==> src/rtl/seg7_scan_decoder.sv <==
// Passive readback of a multiplexed 4-digit 7-segment display bus.
// Synchronizes the anode/segment lines, waits for each digit's pattern to
// hold steady, decodes the glyph back to a nibble and reports a 16-bit frame
// once all four digits have been seen.
module seg7_scan_decoder #(
   parameter int unsigned STABLE_CYCLES  = 4,
   parameter bit          SEG_ACTIVE_LOW = 1'b1,
   parameter bit          AN_ACTIVE_LOW  = 1'b1
) (
   input  logic        clk,
   input  logic        rst_n,
   input  logic [3:0]  an,
   input  logic [6:0]  seg,
   input  logic        clear,
   output logic [15:0] value,
   output logic        frame_valid,
   output logic [3:0]  frame_err
);

   localparam logic [7:0] CNT_MAX = 8'(STABLE_CYCLES - 1);

   typedef enum logic {SETTLE, HOLD} state_t;

   // Maps a normalised {g..a} pattern to {legal, nibble}; illegal codes give 0.
   function automatic logic [4:0] decode_glyph(input logic [6:0] g);
      logic [4:0] r;
      case (g)
         7'h3F: r = 5'h10;
         7'h06: r = 5'h11;
         7'h5B: r = 5'h12;
         7'h4F: r = 5'h13;
         7'h66: r = 5'h14;
         7'h6D: r = 5'h15;
         7'h7D: r = 5'h16;
         7'h07: r = 5'h17;
         7'h7F: r = 5'h18;
         7'h6F: r = 5'h19;
         7'h77: r = 5'h1A;
         7'h7C: r = 5'h1B;
         7'h39: r = 5'h1C;
         7'h5E: r = 5'h1D;
         7'h79: r = 5'h1E;
         7'h71: r = 5'h1F;
         default: r = 5'h00;
      endcase
      return r;
   endfunction

   logic [3:0]       an_s1_q, an_s1_d, an_s2_q, an_s2_d, an_prev_q, an_prev_d;
   logic [6:0]       seg_s1_q, seg_s1_d, seg_s2_q, seg_s2_d, seg_prev_q, seg_prev_d;
   logic [7:0]       cnt_q, cnt_d;
   state_t           state_q, state_d;
   logic [3:0][3:0]  dig_q, dig_d;
   logic [3:0]       seen_q, seen_d, err_q, err_d;
   logic [15:0]      value_q, value_d;
   logic             fv_q, fv_d;
   logic [3:0]       ferr_q, ferr_d;

   logic [3:0]       an_n;
   logic [6:0]       seg_n;
   logic             same;
   logic             onehot;
   logic [1:0]       dsel;
   logic             capture;
   logic [4:0]       glyph;
   logic [3:0]       seen_new, err_new;

   // Next-state logic: sync chain, stability counter, capture FSM, frame assembly.
   always_comb begin
      an_s1_d   = an;
      an_s2_d   = an_s1_q;
      seg_s1_d  = seg;
      seg_s2_d  = seg_s1_q;

      // Normalise after sync so that selected=1 and lit=1 from here on.
      an_n      = AN_ACTIVE_LOW  ? ~an_s2_q  : an_s2_q;
      seg_n     = SEG_ACTIVE_LOW ? ~seg_s2_q : seg_s2_q;
      an_prev_d  = an_n;
      seg_prev_d = seg_n;

      same  = (an_n == an_prev_q) && (seg_n == seg_prev_q);
      cnt_d = !same ? 8'd0 : ((cnt_q == CNT_MAX) ? cnt_q : cnt_q + 8'd1);

      onehot = 1'b0;
      dsel   = 2'd0;
      case (an_prev_q)
         4'b0001: begin onehot = 1'b1; dsel = 2'd0; end
         4'b0010: begin onehot = 1'b1; dsel = 2'd1; end
         4'b0100: begin onehot = 1'b1; dsel = 2'd2; end
         4'b1000: begin onehot = 1'b1; dsel = 2'd3; end
         default: ;
      endcase

      // The prev register holds the pattern the counter has been qualifying.
      glyph   = decode_glyph(seg_prev_q);
      capture = (state_q == SETTLE) && (cnt_q == CNT_MAX) && onehot && !clear;

      // A change always re-arms; clear parks in HOLD so the shown pattern
      // is not taken again until the bus moves.
      if (clear)        state_d = HOLD;
      else if (!same)   state_d = SETTLE;
      else if (capture) state_d = HOLD;
      else              state_d = state_q;

      dig_d    = dig_q;
      seen_d   = seen_q;
      err_d    = err_q;
      value_d  = value_q;
      ferr_d   = ferr_q;
      fv_d     = 1'b0;
      seen_new = seen_q;
      err_new  = err_q;

      if (clear) begin
         dig_d  = '0;
         seen_d = '0;
         err_d  = '0;
      end else if (capture) begin
         dig_d[dsel]   = glyph[3:0];
         seen_new[dsel] = 1'b1;
         err_new[dsel]  = ~glyph[4];
         if (seen_new == 4'hF) begin
            value_d = dig_d;
            ferr_d  = err_new;
            fv_d    = 1'b1;
            seen_d  = '0;
            err_d   = '0;
         end else begin
            seen_d = seen_new;
            err_d  = err_new;
         end
      end
   end

   // State registers, all cleared by the asynchronous reset.
   always_ff @(posedge clk or negedge rst_n) begin
      if (!rst_n) begin
         an_s1_q    <= '0;
         an_s2_q    <= '0;
         an_prev_q  <= '0;
         seg_s1_q   <= '0;
         seg_s2_q   <= '0;
         seg_prev_q <= '0;
         cnt_q      <= '0;
         state_q    <= SETTLE;
         dig_q      <= '0;
         seen_q     <= '0;
         err_q      <= '0;
         value_q    <= '0;
         fv_q       <= 1'b0;
         ferr_q     <= '0;
      end else begin
         an_s1_q    <= an_s1_d;
         an_s2_q    <= an_s2_d;
         an_prev_q  <= an_prev_d;
         seg_s1_q   <= seg_s1_d;
         seg_s2_q   <= seg_s2_d;
         seg_prev_q <= seg_prev_d;
         cnt_q      <= cnt_d;
         state_q    <= state_d;
         dig_q      <= dig_d;
         seen_q     <= seen_d;
         err_q      <= err_d;
         value_q    <= value_d;
         fv_q       <= fv_d;
         ferr_q     <= ferr_d;
      end
   end

   assign value       = value_q;
   assign frame_valid = fv_q;
   assign frame_err   = ferr_q;

endmodule

==> config.mk <==
export PLATFORM = sky130hd
export DESIGN_NAME = seg7_scan_decoder
export DESIGN_NICKNAME = d
export VERILOG_FILES = /design/src/rtl/seg7_scan_decoder.sv
export SDC_FILE = /design/constraint.sdc
export NUM_CORES = 1
export LEC_CHECK = 0
export ABC_AREA = 0
export CAP_MARGIN = 40
export CORE_ASPECT_RATIO = 0.8
export CORE_MARGIN = 1.5
export CORE_UTILIZATION = 60
export DETAILED_ROUTE_END_ITERATION = 10
export MAX_ROUTING_LAYER = met4
export PLACE_DENSITY = 0.78
export SLEW_MARGIN = 20
export SYNTH_ARGS = -nofsm -noshare
export SYNTH_HDL_FRONTEND = slang
export SYNTH_SLANG_ARGS = --single-unit
==> constraint.sdc <==
create_clock -name clk -period 4.7 [get_ports clk]
set_input_delay 0.705 -clock clk [delete_from_list [all_inputs] [get_ports clk]]
set_output_delay 0.705 -clock clk [all_outputs]
set_load 0.02 [all_outputs]
==> run_results.csv <==
group,metric,value,unit
clock_tree,ctsHtreeMaxLevel,3,
clock_tree,clk-insertion-delay-late,0.36,ns
synthesis,synth_nets,360,
placed_design,pre_cts_slack,1.77,ns
drt,drcViolationCount,0,
sta,post-route-min-period,2.98,ns
worst_setup_path,cp_max_fo,19,
drt,drt-wirelength-per-cell,17.2,um
sta,holdWs,0.335,ns
sta,maxSlewHeadroom,46.4,%
drt,ant_nets,0,
clock_tree,path_clk_slew,0.09,ns
sta,grt_setup_unrepaired,"false",
clock_tree,cts_tree,"built",
die,die-area,0.00716,sq mm
global_route,overflow,0,
sta,clock_skew,0.0130,ns
synthesis,ys_ff_latch,87,
worst_setup_path,max_stage_delay,0.88,ns
sta,worstMarginPinSlew,0.800,ns
drt,vias,2827,
drt,wl_met2,3720,um
synthesis,yosysSeqAreaShare,54.5,%
drt,drtIter0Drc,177,
placed_design,dpl-instance-area,0.00436,sq mm
die,rows,26,
final_layout,drive_gt1_share,13.4,%
worst_setup_path,worstSetupEndpointType,"register",
synthesis,synth_cell_types,64,
drt,wl,7980,um
clock_tree,cts_resized,0,
worst_setup_path,critPathLaunchType,"register",
pwr,leakage,1.98,nW
die,die_h,76.0,um
worst_setup_path,required,5.00,ns
final_layout,num-fill-cells,467,
flow_run,max_cap_viol_count,0,
clock_tree,ctsHoldBuffers,0,
sta,fin_setup_tns,0,ns
die,fp.dieW,94.2,um
pwr,total_power,1.46,mW
global_route,grt.total_usage,25.3,%
worst_setup_path,crit_type,"reg -> reg",
placed_design,portBuffers,34,
global_route,grt_pass1_wl,13700,um
die,ios,35,
placed_design,dp_hpwl,5640,um
synthesis,async_reset_ff_share,100,%
clock_tree,cts_buffer_depth,2,
worst_setup_path,arrival,3.29,ns
drt,viasPerCell,6.09,
synthesis,synth_edf_count,0,
clock_tree,clock-root-buffer,"clkbuf_8",
drt,first_pass_iters,5,
sta,slew_violations,0,
pwr,p_per_area,317,mW/mm^2
worst_setup_path,crit_chain,"nor4b_4, a221oi_2, or4_1, o21ai_2, a22o_1",
worst_setup_path,worst_path_dominant_cell_family,"simple AND/OR/NAND/NOR gates",
sta,fin_crit_sh,63.5,%
clock_tree,cts_sinks,87,
global_route,antenna_found_initial,0,
global_route,grt_pass1_vias,2724,
synthesis,synth_ff_type,"dfrtp_1",
die,start_util,62.4,%
global_route,grt_max_degree,47,
worst_setup_path,path_buf_inv,0,
sta,fin_ws,1.72,ns
clock_tree,cts_made_buffers,9,
sta,finalHoldViolCount,0,
synthesis,synth_area,0.00400,sq mm
drt,maxUsedRoutingLayer,"met4",
sta,setup_viol,0,
synthesis,netlist_instances,345,
final_layout,num_antenna_cells,0,
clock_tree,post_cts_buffers,0,
pwr,peakVddDrop,0.000174,V
drt,wl_met3,431,um
min_path,hp-class,"in -> async",
sta,fmax,335,MHz
final_layout,fin_nets,390,
worst_setup_path,slowest_stage,"or4_1",
placed_design,place.gp.congestion,0.854,
synthesis,ys.warnings.count,0,
drt,drt-met1-wl,3730,um
final_layout,synthToLayoutAreaGrowth,15.0,%
final_layout,design_area,0.00459,sq mm
outcome,outcome,"finished clean",
synthesis,synth.avg_cell_area,11.6,sq um
die,core-area,0.00641,sq mm
-- metrics by stage --
step	cells	util (%)
2_1_floorplan	345	-
3_3_place_gp	445	67.5
3_5_place_dp	447	68.1
4_1_cts	463	71.6
5_1_grt	464	71.7
6_report	464	71.7
-- state kept, by name, summed over array words and instances (netlist names) --
signal	cells
dig_q	16
frame_err	4
seen_q	4
an_prev_q	4
an_s2_q	4
seg_s1_q	7
seg_prev_q	7
err_q	4
frame_valid	1
state_q	1
cnt_q	8
an_s1_q	4
value	16
seg_s2_q	7
-- final timing paths --
kind | slack (ns) | cells after the start | endpoint | start
worst max-delay path | 1.72 | 5 | dig_q[2] | an_prev_q[1]
worst min-delay path | 0.33 | 1 | dig_q[12] | rst_n
worst max register to register | 1.72 | 5 | dig_q[2] | an_prev_q[1]
worst min register to register | 0.35 | 0 | seg_s2_q[0] | seg_s1_q[0]
max in group asynchronous | 3.76 | 2 | seen_q[3] | rst_n
min in group clk | 0.35 | 0 | seg_s2_q[0] | seg_s1_q[0]
-- report_power, final --
group / switching, mW / internal (mW) / leakage (nW)
Sequential: 0.0237 / 0.762 / 1.14
Clock: 0.278 / 0.306 / 0.114
Combinational: 0.0487 / 0.0374 / 0.726
-- per-layer routing --
layer  global-route usage (%)  up-vias
met5                        -        -
met4                     7.31        0
met3                     5.39       11
met2                     36.5       97
met1                     36.5     1397
li1                         -     1322
-- cells in the final DEF (no fill, tap or decap), types with 4 or more instances in the layout --
cell type	instances
a21o_1	4
a21oi_1	11
a22o_1	6
a31oi_1	11
a32o_1	4
clkbuf_8	9
clkdlybuf4s50_1	33
dfrtp_1	87
inv_1	15
mux2_4	5
mux2i_1	10
nand2_1	14
nand3_1	13
nand3b_1	5
nor2_1	25
nor3_1	8
o21ai_0	14
o21ai_1	9
o21ai_2	4
xnor2_1	13
xor2_1	5
-- synth_stat cells, types with 5 or more instances --
cell type	n	area [sq um]
dfrtp_1	87	2180
nor2_1	25	93.8
inv_1	15	56.3
nand2_1	14	52.6
o21ai_0	14	70.1
nand3_1	13	65.1
xnor2_1	13	114
a21oi_1	11	55.1
a31oi_1	11	68.8
mux2i_1	10	100
o21ai_1	9	45.0
nor3_1	8	40.0
clkbuf_1	7	26.3
a22o_1	6	52.6
buf_2	5	25.0
mux2_4	5	75.1
nand3b_1	5	37.5
xor2_1	5	43.8
-- area by class of cell --
type,instances,area (sq um),share of cell area [%]
clock buffers,9,124,2.70
clock inverters,7,104,2.26
inverters,16,62.6,1.36
multi-input cells,223,1640,35.6
flip-flops and latches,87,2180,47.4
well taps,84,105,2.29
repair buffers,38,385,8.39
-- cell families after synthesis --
group / Yosys count / synth area share (%)
fa+ha+maj: 1 / 0.313
compound gates: 90 / 16.3
simple gates: 95 / 14.7
flops: 87 / 54.5
mux: 18 / 5.23
xor+xnor: 19 / 4.35
buf+inv: 35 / 4.57
No activity file was read; power rests on OpenSTA's default activity.
